**src/rtl/axi_defines.sv**
```systemverilog
// axi_defines: AXI burst/response encodings and FSM state types shared by the SRAM slave.
package axi_defines;
  localparam logic [1:0] BURST_FIXED = 2'b00;
  localparam logic [1:0] BURST_INCR  = 2'b01;
  localparam logic [1:0] BURST_WRAP  = 2'b10;
  localparam logic [1:0] RESP_OKAY   = 2'b00;
  localparam logic [1:0] RESP_SLVERR = 2'b10;
  localparam logic [1:0] RESP_DECERR = 2'b11;
  typedef enum logic [1:0] {R_IDLE, R_ISSUE, R_DATA} rd_state_t;
  typedef enum logic [1:0] {W_IDLE, W_DATA, W_RESP} wr_state_t;
endpackage

```
**src/rtl/axi_sram_addr_gen.sv**
```systemverilog
// axi_sram_addr_gen: next burst address, SRAM word index and legality check for one channel.
module axi_sram_addr_gen
  import axi_defines::*;
#(
  parameter int ADDR_WIDTH = 64,
  parameter int STRB_WIDTH = 8,
  parameter int MEM_DEPTH = 4096,
  parameter logic [ADDR_WIDTH-1:0] BASE_ADDR = 64'h8000_0000
) (
  input  logic [ADDR_WIDTH-1:0]        addr,
  input  logic [2:0]                   size,
  input  logic [1:0]                   burst,
  output logic [ADDR_WIDTH-1:0]        next_addr,
  output logic [$clog2(MEM_DEPTH)-1:0] word,
  output logic                         err
);
  localparam int OFF_W = $clog2(STRB_WIDTH);
  logic [ADDR_WIDTH-1:0] off;
  assign off = addr - BASE_ADDR;
  assign word = off[OFF_W +: $clog2(MEM_DEPTH)];
  assign err = addr < BASE_ADDR || off >= ADDR_WIDTH'(MEM_DEPTH * STRB_WIDTH) ||
               !(burst == BURST_FIXED || burst == BURST_INCR) || size > 3'(OFF_W);
  assign next_addr = burst == BURST_FIXED ? addr : addr + (ADDR_WIDTH'(1) << size);
endmodule

```
**src/rtl/axi_sram_slave.sv**
```systemverilog
// axi_sram_slave: AXI4 slave mapping a 1-cycle-latency single-port SRAM; independent read/write FSMs
// share the SRAM port through a round-robin arbiter.
module axi_sram_slave
  import axi_defines::*;
#(
  parameter int DATA_WIDTH = 64,
  parameter int ADDR_WIDTH = 64,
  parameter int ID_WIDTH = 4,
  parameter int STRB_WIDTH = DATA_WIDTH / 8,
  parameter int MEM_DEPTH = 4096,
  parameter logic [ADDR_WIDTH-1:0] BASE_ADDR = 64'h8000_0000
) (
  input  logic                         i_clk,
  input  logic                         i_rst_n,
  input  logic [ADDR_WIDTH-1:0]        S_AXI_ARADDR,
  input  logic                         S_AXI_ARVALID,
  input  logic [7:0]                   S_AXI_ARLEN,
  input  logic [ID_WIDTH-1:0]          S_AXI_ARID,
  input  logic [2:0]                   S_AXI_ARSIZE,
  input  logic [1:0]                   S_AXI_ARBURST,
  output logic                         S_AXI_ARREADY,
  output logic [DATA_WIDTH-1:0]        S_AXI_RDATA,
  output logic [1:0]                   S_AXI_RRESP,
  output logic [ID_WIDTH-1:0]          S_AXI_RID,
  output logic                         S_AXI_RLAST,
  output logic                         S_AXI_RVALID,
  input  logic                         S_AXI_RREADY,
  input  logic [ADDR_WIDTH-1:0]        S_AXI_AWADDR,
  input  logic                         S_AXI_AWVALID,
  input  logic [7:0]                   S_AXI_AWLEN,
  input  logic [ID_WIDTH-1:0]          S_AXI_AWID,
  input  logic [2:0]                   S_AXI_AWSIZE,
  input  logic [1:0]                   S_AXI_AWBURST,
  output logic                         S_AXI_AWREADY,
  input  logic [DATA_WIDTH-1:0]        S_AXI_WDATA,
  input  logic [STRB_WIDTH-1:0]        S_AXI_WSTRB,
  input  logic                         S_AXI_WLAST,
  input  logic                         S_AXI_WVALID,
  output logic                         S_AXI_WREADY,
  output logic [1:0]                   S_AXI_BRESP,
  output logic [ID_WIDTH-1:0]          S_AXI_BID,
  output logic                         S_AXI_BVALID,
  input  logic                         S_AXI_BREADY,
  output logic                         o_sram_en,
  output logic                         o_sram_we,
  output logic [$clog2(MEM_DEPTH)-1:0] o_sram_addr,
  output logic [DATA_WIDTH-1:0]        o_sram_wdata,
  output logic [STRB_WIDTH-1:0]        o_sram_wstrb,
  input  logic [DATA_WIDTH-1:0]        i_sram_rdata
);
  localparam int IDX_W = $clog2(MEM_DEPTH);
  rd_state_t r_state;
  wr_state_t w_state;
  logic [ADDR_WIDTH-1:0] r_addr, r_next, w_addr, w_next;
  logic [IDX_W-1:0] r_word, w_word;
  logic [7:0] r_len, r_beat, w_len;
  logic [8:0] w_beat;
  logic [2:0] r_size, w_size;
  logic [1:0] r_burst, w_burst;
  logic r_err, w_aerr, w_err, r_pend;
  logic last_grant, rd_req, wr_req, rd_gnt, wr_gnt, wr_en;

  axi_sram_addr_gen #(.ADDR_WIDTH(ADDR_WIDTH), .STRB_WIDTH(STRB_WIDTH), .MEM_DEPTH(MEM_DEPTH),
    .BASE_ADDR(BASE_ADDR)) u_rd_gen (.addr(r_addr), .size(r_size), .burst(r_burst),
    .next_addr(r_next), .word(r_word), .err(r_err));
  axi_sram_addr_gen #(.ADDR_WIDTH(ADDR_WIDTH), .STRB_WIDTH(STRB_WIDTH), .MEM_DEPTH(MEM_DEPTH),
    .BASE_ADDR(BASE_ADDR)) u_wr_gen (.addr(w_addr), .size(w_size), .burst(w_burst),
    .next_addr(w_next), .word(w_word), .err(w_aerr));

  // last_grant=1 means the read side won last, so the write side wins the next tie
  assign rd_req = i_rst_n && r_state == R_ISSUE && !r_err;
  assign wr_req = i_rst_n && w_state == W_DATA && S_AXI_WVALID;
  assign rd_gnt = rd_req && (!wr_req || !last_grant);
  assign wr_gnt = wr_req && !rd_gnt;
  assign wr_en = wr_gnt && !w_aerr && w_beat <= {1'b0, w_len};
  assign S_AXI_WREADY = wr_gnt;
  assign o_sram_en = rd_gnt || wr_en;
  assign o_sram_we = wr_en;
  assign o_sram_addr = wr_en ? w_word : r_word;
  assign o_sram_wdata = S_AXI_WDATA;
  assign o_sram_wstrb = wr_en ? S_AXI_WSTRB : '0;

  always_ff @(posedge i_clk) begin
    if (!i_rst_n) last_grant <= 1'b1;
    else if (rd_gnt || wr_gnt) last_grant <= rd_gnt;
  end

  always_ff @(posedge i_clk) begin
    if (!i_rst_n) begin
      r_state <= R_IDLE;
      S_AXI_ARREADY <= 1'b0;
      S_AXI_RVALID <= 1'b0;
      S_AXI_RDATA <= '0;
      S_AXI_RRESP <= RESP_OKAY;
      S_AXI_RLAST <= 1'b0;
      S_AXI_RID <= '0;
      r_pend <= 1'b0;
      r_addr <= '0;
      r_len <= '0;
      r_beat <= '0;
      r_size <= '0;
      r_burst <= BURST_FIXED;
    end else begin
      case (r_state)
        R_IDLE: begin
          S_AXI_ARREADY <= !(S_AXI_ARVALID && S_AXI_ARREADY);
          if (S_AXI_ARVALID && S_AXI_ARREADY) begin
            r_addr <= S_AXI_ARADDR;
            r_len <= S_AXI_ARLEN;
            S_AXI_RID <= S_AXI_ARID;
            r_size <= S_AXI_ARSIZE;
            r_burst <= S_AXI_ARBURST;
            r_beat <= '0;
            r_state <= R_ISSUE;
          end
        end
        R_ISSUE: if (r_err || rd_gnt) begin
          r_pend <= 1'b1;
          r_state <= R_DATA;
        end
        R_DATA: begin
          // r_pend marks the cycle the SRAM output is valid and gets captured
          if (r_pend) begin
            r_pend <= 1'b0;
            S_AXI_RVALID <= 1'b1;
            S_AXI_RDATA <= r_err ? '0 : i_sram_rdata;
            S_AXI_RRESP <= r_err ? RESP_SLVERR : RESP_OKAY;
            S_AXI_RLAST <= r_beat == r_len;
          end else if (S_AXI_RREADY) begin
            S_AXI_RVALID <= 1'b0;
            if (S_AXI_RLAST) begin
              S_AXI_ARREADY <= 1'b1;
              r_state <= R_IDLE;
            end else begin
              r_addr <= r_next;
              r_beat <= r_beat + 8'd1;
              r_state <= R_ISSUE;
            end
          end
        end
        default: r_state <= R_IDLE;
      endcase
    end
  end

  always_ff @(posedge i_clk) begin
    if (!i_rst_n) begin
      w_state <= W_IDLE;
      S_AXI_AWREADY <= 1'b0;
      S_AXI_BVALID <= 1'b0;
      S_AXI_BRESP <= RESP_OKAY;
      S_AXI_BID <= '0;
      w_addr <= '0;
      w_len <= '0;
      w_beat <= '0;
      w_size <= '0;
      w_burst <= BURST_FIXED;
      w_err <= 1'b0;
    end else begin
      case (w_state)
        W_IDLE: begin
          S_AXI_AWREADY <= !(S_AXI_AWVALID && S_AXI_AWREADY);
          if (S_AXI_AWVALID && S_AXI_AWREADY) begin
            w_addr <= S_AXI_AWADDR;
            w_len <= S_AXI_AWLEN;
            S_AXI_BID <= S_AXI_AWID;
            w_size <= S_AXI_AWSIZE;
            w_burst <= S_AXI_AWBURST;
            w_beat <= '0;
            w_err <= 1'b0;
            w_state <= W_DATA;
          end
        end
        W_DATA: if (wr_gnt) begin
          w_addr <= w_next;
          w_beat <= w_beat + 9'(w_beat != '1);
          w_err <= w_err || w_aerr;
          if (S_AXI_WLAST) begin
            S_AXI_BVALID <= 1'b1;
            S_AXI_BRESP <= (w_err || w_aerr || w_beat != {1'b0, w_len}) ? RESP_SLVERR : RESP_OKAY;
            w_state <= W_RESP;
          end
        end
        W_RESP: if (S_AXI_BREADY) begin
          S_AXI_BVALID <= 1'b0;
          S_AXI_AWREADY <= 1'b1;
          w_state <= W_IDLE;
        end
        default: w_state <= W_IDLE;
      endcase
    end
  end
endmodule
```
**config.mk**
```make
export PLATFORM = sky130hd
export DESIGN_NAME = axi_sram_slave
export DESIGN_NICKNAME = d
export VERILOG_FILES = /design/src/rtl/axi_defines.sv /design/src/rtl/axi_sram_addr_gen.sv /design/src/rtl/axi_sram_slave.sv
export SDC_FILE = /design/constraint.sdc
export NUM_CORES = 1
export LEC_CHECK = 0
export BUFFER_PORTS_ARGS = -buffer_cell sky130_fd_sc_hd__clkbuf_2
export CAP_MARGIN = 40
export CORE_UTILIZATION = 40
export DETAILED_ROUTE_END_ITERATION = 8
export GPL_TIMING_DRIVEN = 0
export PLACE_DENSITY = 0.61
export SLEW_MARGIN = 20
export SYNTH_ARGS = -nofsm -noshare
export SYNTH_HDL_FRONTEND = slang
export SYNTH_SLANG_ARGS = --single-unit
```
**constraint.sdc**
```tcl
create_clock -name i_clk -period 11.3 [get_ports i_clk]
set_input_delay 0 -clock i_clk [delete_from_list [all_inputs] [get_ports i_clk]]
set_output_delay 0 -clock i_clk [all_outputs]
set_load 0.01 [all_outputs]
```
==> key figures, run 1 <==
Routing
  – Routed wire length: 71800 µm
  – Vias: 19500
  – Initial DRC count: between 1500 and 2000
  – Routed len/inst: about 22 µm
  – Vias per cell: roughly 5.8
  – TritonRoute pass-1 iters: 7
  – Number of remaining DRC errors: 0
  – Post-DRT Antenna Nets: 0

Floorplan
  – IO Count: between 400 and 500
  – Height of the die: roughly 200 µm
  – Core ar.: 37900 µm²
  – Die X: approximately 200 µm
  – Rows: 71
  – Die area: around 40000 µm²
  – Initial Utilization: 0.409

Finish
  – Area added between synthesis and finish: 39.8%
  – Multi-input logic area: roughly 9000 µm²
  – Final net count: 3137
  – Layout cells sized above 1: 0.204
  – # fillers: around 3600
  – Fin util: 0.572
  – Finished Cell Area: 21700 µm²
  – Sequential cell area: just over 5000 µm²

Worst hold path
  – Worst Hold Endpoint: r_state[0]
  – Hold depth: 5
  – Hold Path Origin: S_AXI_ARVALID
  – HP Class: input port to flop

Synth
  – Top-area cell type share of the netlist area: 0.331
  – Ys flop type: dfxtp_1
  – Flops & latches, synth: 257
  – Unique masters post-synth: 84
  – Yosys warns: 0
  – Post-synth top cells: nand2_1 (312), dfxtp_1 (257), a21oi_1 (210)
  – Synth area leader: dfxtp_1
  – Syn Inst Count: around 2100
  – Ys async rst share: 0
  – Top post-synthesis cells by area: dfxtp_1 (33%), nand2_1 (7.5%), a21oi_1 (6.8%), nand3_1 (4.7%), nor2_1 (3.6%)
  – Synthesized area: 15500 µm²
  – Count leader, synth: nand2_1
  – Mean Syn Cell Area: 7.36 µm²
  – Seq/Total Area, Yosys: 0.331
  – Number of synthesized flops with an enable pin: 0

Pwr
  – Sw Share: 0.320
  – P_int: approximately 0.0018 W
  – Power per cell area: roughly 120 nW/µm²
  – Clk pwr share: 0.380
  – Sequential share of power: 0.383
  – Switching Power: 0.000847 W
  – Comb power frac: 0.237
  – Peak supply drop: 120 µV
  – Lkg Pwr: 8.77 nW

Global route
  – Largest net degree at the start of global routing: 17
  – Grt ovf: 0
  – Antenna violations before repair: 3
  – GRT Overall Usage: 0.349
  – First-pass GRT wire length: 105000 µm
  – Number of global-route vias before repair: 18300

Timing
  – Final worst slack: 6.12 ns
  – Rel. slew slack: 0.383
  – Least-Margin Pin Slew: about 0.93 ns
  – Final setup viols: 0
  – Final hold violation count: 0
  – Fmax: 193 MHz
  – Final Max Tran Viols: 0
  – Unrepaired setup endpoints after global routing: false
  – Final period util: 0.458
  – Max Clock Skew: 0.0241 ns
  – TNS Setup: 0 ns
  – Min Tclk post-route: 5.18 ns

Worst setup path
  – Critical Path RT: 11.30 ns
  – Crit path max fanout: 10
  – Reg2reg path depth: 13
  – Critical path capture point type: primary output
  – Reg2reg start: r_addr[31]
  – Worst r2r dst: w_addr[59]
  – Critical Path Start Type: flop
  – Kind of critical path: flop to primary output
  – Crit path DAT: 5.18 ns
  – Reg2Reg Setup Slack: 6.68 ns

Flow run
  – Max cap viols: 0

Place
  – Routability Congestion: between 0.9 and 1
  – I/O Buffers: 407
  – Area after DPL: 18400 µm²
  – DP Wirelength: 53100 µm
  – Post-place setup slack: between 6 and 7 ns

CTS
  – Clock transition at path regs: 0.06 ns
  – CTS buffer count: 31
  – H-tree levels: 1
  – Clock tree from TritonCTS: yes
  – CTS Root Cell: clkbuf_16
  – Worst skew pair latency: approximately 0.60 ns
  – Setup bufs post-CTS: 0
  – Clock Path Buffers: 3
  – CTS Sinks: 257

Status
  – Run status: finished clean
[critical path, stage by stage (launching register included)]
cell and delay [ns]:
dfxtp_1 0.32, clkbuf_1 0.26, inv_1 0.12, ha_1 0.19
or4b_4 0.51, or2_4 0.28, o31ai_1 0.24, o311ai_0 0.22
nand4b_1 0.46, o211ai_4 0.21, nor3_1 0.74, buf_2 0.39
mux2_1 0.45, clkbuf_2 0.17
[per-stage QoR]
| step | hold WS, ns | std cells | total power [W] |
|---|---|---|---|
| 2_1_floorplan | 0.0918 | 2109 | 0.00135 |
| 5_1_grt | 0.107 | 3333 | 0.00274 |
| 6_report | 0.0260 | 3334 | 0.00265 |
| 3_3_place_gp | 0.188 | 3027 | 0.00156 |
| 3_5_place_dp | 0.187 | 3042 | 0.00157 |
| 4_1_cts | 0.00702 | 3328 | 0.00263 |
[repair_timing]
action,4_1_cts,5_1_grt
setup endpoints to repair,0,0
hold buffers,230,0
endpoints found under the hold margin,237,0
resized for setup,0,0
[cell type report]
class                           count  share of cell area
Multi-Input combinational cell   1588               0.420
Sequential cell                   257               0.237
Antenna cell                        2            0.000231
Timing Repair Buffer              656               0.208
Buffer                            223              0.0514
Tap cell                          511              0.0295
Clock inverter                     10             0.00542
Inverter                           41             0.00709
Clock buffer                       46              0.0406
[routing by layer]
layer  routed length (µm)  up-vias  GRT usage
met1                29100     9148      0.455
met3                 6500      215     0.0531
li1                     -     9005          -
met2                33000     1131      0.567
met5                    9        -          0
met4                 3270        2      0.156
[state kept, by name, indices dropped and copies added, names as in the netlist, 2 cells and up]
register     cells
S_AXI_BID        4
S_AXI_RDATA     64
S_AXI_RID        4
r_addr          64
r_beat           8
r_burst          2
r_len            8
r_size           3
r_state          2
w_addr          64
w_beat           9
w_burst          2
w_len            8
w_size           3
w_state          2
[power by group through the flow]
| stage | Clock (W) | Sequential, W | Combinational (W) |
|---|---|---|---|
| 2_1_floorplan | 0 | 0.00101 | 0.000334 |
| 3_3_place_gp | 0 | 0.00103 | 0.000531 |
| 3_5_place_dp | 0 | 0.00103 | 0.000543 |
| 4_1_cts | 0.00101 | 0.00101 | 0.000610 |
| 5_1_grt | 0.00105 | 0.00102 | 0.000671 |
| 6_report | 0.00101 | 0.00101 | 0.000627 |
[layout by cell type (no fill, tap or decap), drive strengths merged, types with 8 or more instances in the layout]
cell type    count
a22oi            8
or4             11
nor3            77
xor2            19
o22ai           13
nor4            38
nand3          147
a211oi          35
o41ai            9
o211ai          25
o21a            10
o31ai           35
buf            108
inv             42
and3            34
nand4           38
clkbuf         586
dlygate4sd3    230
nand2b          10
a31oi           17
a311oi          34
a21oi          211
mux2i           13
or3             15
ha              31
xnor2           11
nor2b           12
or2             11
nand2          312
o21ai          113
dfxtp          257
nor3b            9
nor2           148
and2            23
mux2            13
[how the worst max path moves through the flow]
stage	from	to	slack (ns)	cells past startpoint
global route	r_addr[31]	o_sram_addr[3]	5.88	13
CTS	r_addr[31]	o_sram_addr[4]	6.13	13
finish	r_addr[31]	o_sram_addr[4]	6.12	13
detailed placement	r_addr[31]	o_sram_addr[4]	6.77	13
global placement	r_size[2]	r_addr[38]	6.71	15
floorplan	r_addr[31]	w_addr[36]	7.77	13
[cells by family after synthesis]
group,Yosys count,share of synthesized area
other cells,1,0.000242
flops,257,0.331
fa+ha+maj,33,0.0276
mux,26,0.0178
buf+inv,264,0.0817
simple gates,920,0.287
xor+xnor,30,0.0169
compound gates,577,0.237
Note: power is estimated with default switching activity, not from simulation.
==> inputs of run 2 (changes only) <==
clock period = 4.77 ns   (was 11.3 ns; I/O delays follow)
==> key figures, run 2 (synthesized netlist as in run 1, its figures left out) <==
Pwr
  – Power per cell area: 289 nW/µm²
  – Sequential share of power: 0.383
  – Sw Share: 0.320
  – Peak supply drop: 278 µV
  – P_int: around 0.0043 W
  – Clk pwr share: 0.380
  – Switching Power: between 0.002 and 0.0025 W
  – Comb power frac: 0.237
  – Lkg Pwr: between 8 and 9 nW

Global route
  – Number of global-route vias before repair: between 15000 and 20000
  – GRT Overall Usage: 0.349
  – Largest net degree at the start of global routing: 17
  – First-pass GRT wire length: 105000 µm
  – Antenna violations before repair: 3
  – Grt ovf: 0

Place
  – DP Wirelength: approximately 53000 µm
  – Routability Congestion: 0.991
  – I/O Buffers: 407
  – Post-place setup slack: ~0.24 ns
  – Post-Place Cells: approximately 3000

Worst setup path
  – Reg2reg path depth: 12
  – Crit path max fanout: 10
  – Crit path depth: 12
  – Slowest cell on the critical path: or4_4
  – Critical Path Start Type: flop
  – Critical path's top delay family: simple AND/OR/NAND/NOR gates
  – CP max stage delay: 0.64 ns
  – Critical Path RT: 4.77 ns
  – Kind of critical path: flop to primary output
  – Crit path DAT: 4.54 ns
  – Crit path cell chain: inv_1 > ha_1 > or4b_4 > or2_4 > o31a_1 > a211o_1 > or4_4 > o211ai_4 > nor3_4 > buf_2 > mux2_1 > clkbuf_2
  – Buffers & Inverters on Critical Path: 3
  – Critical path capture point type: primary output

Status
  – Run status: finished clean

Timing
  – Final setup viols: 0
  – Hold slack: 0.0492 ns
  – Final hold violation count: 0
  – Rel. slew slack: 0.376
  – Unrepaired setup endpoints after global routing: false
  – TNS Setup: 0 ns
  – Final Max Tran Viols: 0
  – Least-Margin Pin Slew: 0.935 ns
  – Max Clock Skew: 0.0197 ns
  – Final period util: 0.951
  – Final worst slack: around 0.23 ns
  – Min Tclk post-route: 4.54 ns
  – Fmax: 220 MHz

Routing
  – Routed len/inst: 21.6 µm
  – TritonRoute pass-1 iters: 6
  – Vias: 19500
  – Post-DRT Antenna Nets: 0
  – Number of remaining DRC errors: 0
  – Initial DRC count: approximately 1800
  – Routed wire length: 71900 µm
  – Vias per cell: slightly below 6

Floorplan
  – Die X: 199 µm
  – Rows: 71
  – Initial Utilization: 0.409
  – IO Count: 474
  – Core ar.: 37900 µm²
  – Die area: 39600 µm²
  – Height of the die: 199 µm

CTS
  – Clock Path Buffers: 3
  – Clock transition at path regs: 0.06 ns
  – Worst skew pair latency: 0.60 ns
  – CTS Sinks: approximately 260
  – H-tree levels: 1
  – CTS Root Cell: clkbuf_16
  – CTS buffer count: 31
  – Clock tree from TritonCTS: yes

Finish
  – # fillers: 3603
  – Final net count: approximately 3100
  – Biggest regs: S_AXI_RDATA (64), r_addr (64), w_addr (64)
  – Most frequent cells in the layout: clkbuf_2 (407), nand2_1 (312), dfxtp_1 (257)
  – Area added between synthesis and finish: 40.2%
  – Fin util: 0.574
  – Multi-input logic area: just over 9000 µm²
  – Final cell count without fillers: around 3300
  – Commonest non-fill, non-tap cell in the layout: clkbuf_2
  – Layout cells sized above 1: 0.208
  – Sequential cell area: 5140 µm²

Flow run
  – Max cap viols: 0

Worst hold path
  – HP Class: input port to flop
  – Hold depth: 5
## run 2: worst reg2reg max path, stage by stage (launching register included)
cell and delay, ns:
dfxtp_1 0.41, inv_1 0.15, ha_1 0.20, or4b_4 0.51
or2_4 0.28, o31a_1 0.29, a211o_1 0.27, or4_4 0.64
o21ai_4 0.36, nand2_1 0.24, buf_2 0.34, nand2_1 0.45
o21ai_0 0.17
## run 2: repair_timing
| action | in CTS | in global routing |
|---|---|---|
| setup endpoints to repair | 12 | 11 |
| hold buffers | 230 | 0 |
| pin swaps | 2 | 0 |
| cloned | 0 | 0 |
| setup buffers | 3 | 0 |
| resized for setup | 1 | 7 |
| endpoints found under the hold margin | 237 | 0 |
## run 2: layout make-up
cell class | count | area share
antenna | 2 | 0.000230
buffer | 221 | 0.0509
clock buffer | 46 | 0.0405
clock inverter | 10 | 0.00540
inverter | 41 | 0.00707
multi-input combinational | 1588 | 0.421
sequential | 257 | 0.236
tap | 511 | 0.0294
timing repair buffer | 659 | 0.209
## run 2: metrics by stage
stage          power [W]  cell area, µm²
6_report         0.00628           21800
5_1_grt          0.00649           21800
4_1_cts          0.00624           21700
3_5_place_dp     0.00373           18400
3_3_place_gp     0.00369           18200
2_1_floorplan    0.00319           15500
## run 2: final timing paths
check,from,to,slack [ns]
min reg2reg,S_AXI_RDATA[63],S_AXI_RDATA[63],0.45
max reg2reg,r_addr[32],w_addr[59],0.31
min,S_AXI_ARVALID,r_state[0],0.05
max,r_addr[32],o_sram_addr[3],0.23
## run 2: layer usage
layer	vias up	part of all wire	wire, µm	track usage
li1	9002	-	-	-
met1	9170	0.41	29300	0.455
met2	1108	0.46	33000	0.568
met3	206	0.088	6320	0.0526
met4	2	0.045	3270	0.155
met5	-	0.00013	9	0
## run 2: power groups by stage
stage | clock [W] | sequential (W) | combinational, W
5_1_grt | 0.00248 | 0.00242 | 0.00159
4_1_cts | 0.00240 | 0.00239 | 0.00145
2_1_floorplan | 0 | 0.00240 | 0.000792
3_5_place_dp | 0 | 0.00244 | 0.00129
3_3_place_gp | 0 | 0.00244 | 0.00126
6_report | 0.00239 | 0.00241 | 0.00149
==> inputs of run 3 (changes only) <==
SETUP_SLACK_MARGIN = 0.4   (was not set)
==> key figures, run 3 (synthesized netlist as in run 1, its figures left out) <==
Routing
  – Routed wire length: 72200 µm
  – Routed len/inst: 21.6 µm
  – Initial DRC count: 1921
  – Vias per cell: 5.85
  – TritonRoute pass-1 iters: 6
  – Post-DRT Antenna Nets: 0
  – Number of remaining DRC errors: 0
  – Vias: 19600

Timing
  – Unrepaired setup endpoints after global routing: true
  – Fmax: 231 MHz
  – TNS Setup: 0 ns
  – Final period util: 0.906
  – Final hold violation count: 0
  – Rel. slew slack: 0.353
  – Min Tclk post-route: 4.32 ns
  – Max Clock Skew: 0.0239 ns
  – Final setup viols: 0
  – Final Max Tran Viols: 0
  – Least-Margin Pin Slew: between 0.9 and 1 ns

Finish
  – Area added between synthesis and finish: 41.4%
  – Biggest regs: S_AXI_RDATA (64), r_addr (64), w_addr (64)
  – # fillers: 3585
  – Final net count: 3149
  – Final cell count without fillers: between 3000 and 4000
  – Layout cells sized above 1: 0.217
  – Finished Cell Area: ~22000 µm²
  – Most frequent cells in the layout: clkbuf_2 (406), nand2_1 (311), dfxtp_1 (257)
  – Commonest non-fill, non-tap cell in the layout: clkbuf_2

Worst setup path
  – Most common cell on crit path: nand4_1
  – Critical path capture point type: primary output
  – Crit path max fanout: 8
  – CP max stage delay: 0.54 ns
  – Buffers & Inverters on Critical Path: 3
  – Critical Path Start Type: flop
  – Crit path cell chain: clkbuf_1 > nor4_4 > nand4_1 > or4_1 > o31ai_1 > nand3_1 > nor3_1 > nand4_1 > nor3_4 > buf_6 > mux2_2 > clkbuf_2
  – Critical Path RT: 4.77 ns
  – Kind of critical path: flop to primary output
  – Reg2Reg Setup Slack: 0.52 ns
  – Crit path DAT: 4.32 ns
  – Slowest cell on the critical path: or4_1
  – Critical path's top delay family: simple AND/OR/NAND/NOR gates

Pwr
  – Power per cell area: about 290 nW/µm²
  – Peak supply drop: around 280 µV
  – Lkg Pwr: 8.88 nW

CTS
  – Clock Path Buffers: 3
  – Worst skew pair latency: 0.60 ns
  – CTS Root Cell: clkbuf_16
  – CTS Sinks: 257
  – H-tree levels: 1
  – CTS buffer count: 31
  – Clock tree from TritonCTS: yes
  – Clock transition at path regs: 0.07 ns

Place
  – DP Wirelength: 53100 µm
  – I/O Buffers: 407
  – Routability Congestion: 0.991
  – Area after DPL: 18400 µm²
  – Post-Place Cells: 3042

Floorplan
  – IO Count: 474
  – Core ar.: 37900 µm²
  – Initial Utilization: 0.409
  – Die area: about 40000 µm²
  – Die X: 199 µm
  – Height of the die: 199 µm
  – Rows: 71

Global route
  – Antenna violations before repair: 3
  – Largest net degree at the start of global routing: 17
  – GRT Overall Usage: 0.349
  – First-pass GRT wire length: between 100000 and 150000 µm
  – Number of global-route vias before repair: between 15000 and 20000
  – Grt ovf: 0

Flow run
  – Max cap viols: 0

Worst hold path
  – HP Class: input port to flop

Status
  – Run status: finished clean
## run 3: layer usage
metal / up-vias / GRT usage / routed length, µm / part of all wire
met3: 228 / 0.0522 / 6590 / 0.091
met2: 1158 / 0.567 / 33100 / 0.46
met1: 9167 / 0.456 / 29200 / 0.40
met5: - / 0 / 9 / 0.00012
met4: 2 / 0.153 / 3300 / 0.046
li1: 9029 / - / - / -
## run 3: path summary, 6_finish.rpt
| check | start | cells past startpoint | end |
|---|---|---|---|
| setup / recovery | w_addr[50] | 12 | o_sram_addr[4] |
| hold / removal | S_AXI_ARVALID | 5 | r_state[0] |
| setup reg to reg | r_addr[31] | 13 | w_addr[59] |
| hold reg to reg | S_AXI_RDATA[40] | 2 | S_AXI_RDATA[40] |
## run 3: report_power, final
part | switching, W | internal [W] | leakage, nW
registers | 0.000141 | 0.00227 | 2.09
clock network | 0.00101 | 0.00138 | 0.491
logic | 0.000879 | 0.000645 | 6.30
## run 3: layout make-up
cell class | count | area [µm²] | share of cell area
Buffer | 223 | 1140 | 0.0517
Timing Repair Buffer | 668 | 4630 | 0.211
Inverter | 41 | 156 | 0.00712
Tap cell | 511 | 639 | 0.0291
Multi-Input combinational cell | 1588 | 9250 | 0.421
Clock inverter | 10 | 118 | 0.00536
Clock buffer | 46 | 882 | 0.0402
Sequential cell | 257 | 5140 | 0.234
Antenna cell | 3 | 7.51 | 0.000342
## run 3: what timing repair did
action / 4_1_cts / 5_1_grt
resized for setup: 18 / 31
setup endpoints to repair: 50 / 56
cloned: 0 / 1
setup buffers: 4 / 7
pin swaps: 3 / 7
hold buffers: 230 / 0
hold endpoints to repair: 237 / 0
## run 3: tightest hold or removal path: stages
cell and delay [ns]:
clkbuf_2 0.07, nand2_1 0.14, nor2_1 0.15, a311oi_1 0.06, nor3_1 0.15
## run 3: per-stage QoR
stage | setup WS [ns] | utilization | hold slack (ns) | total power (W)
global route | 0.371 | 0.579 | 0.105 | 0.00653
floorplan | 1.24 | - | 0.0918 | 0.00319
global placement | 0.177 | 0.480 | 0.188 | 0.00369
detailed placement | 0.242 | 0.484 | 0.187 | 0.00373
finish | 0.449 | 0.579 | 0.0290 | 0.00632
CTS | 0.400 | 0.573 | 0.00702 | 0.00625
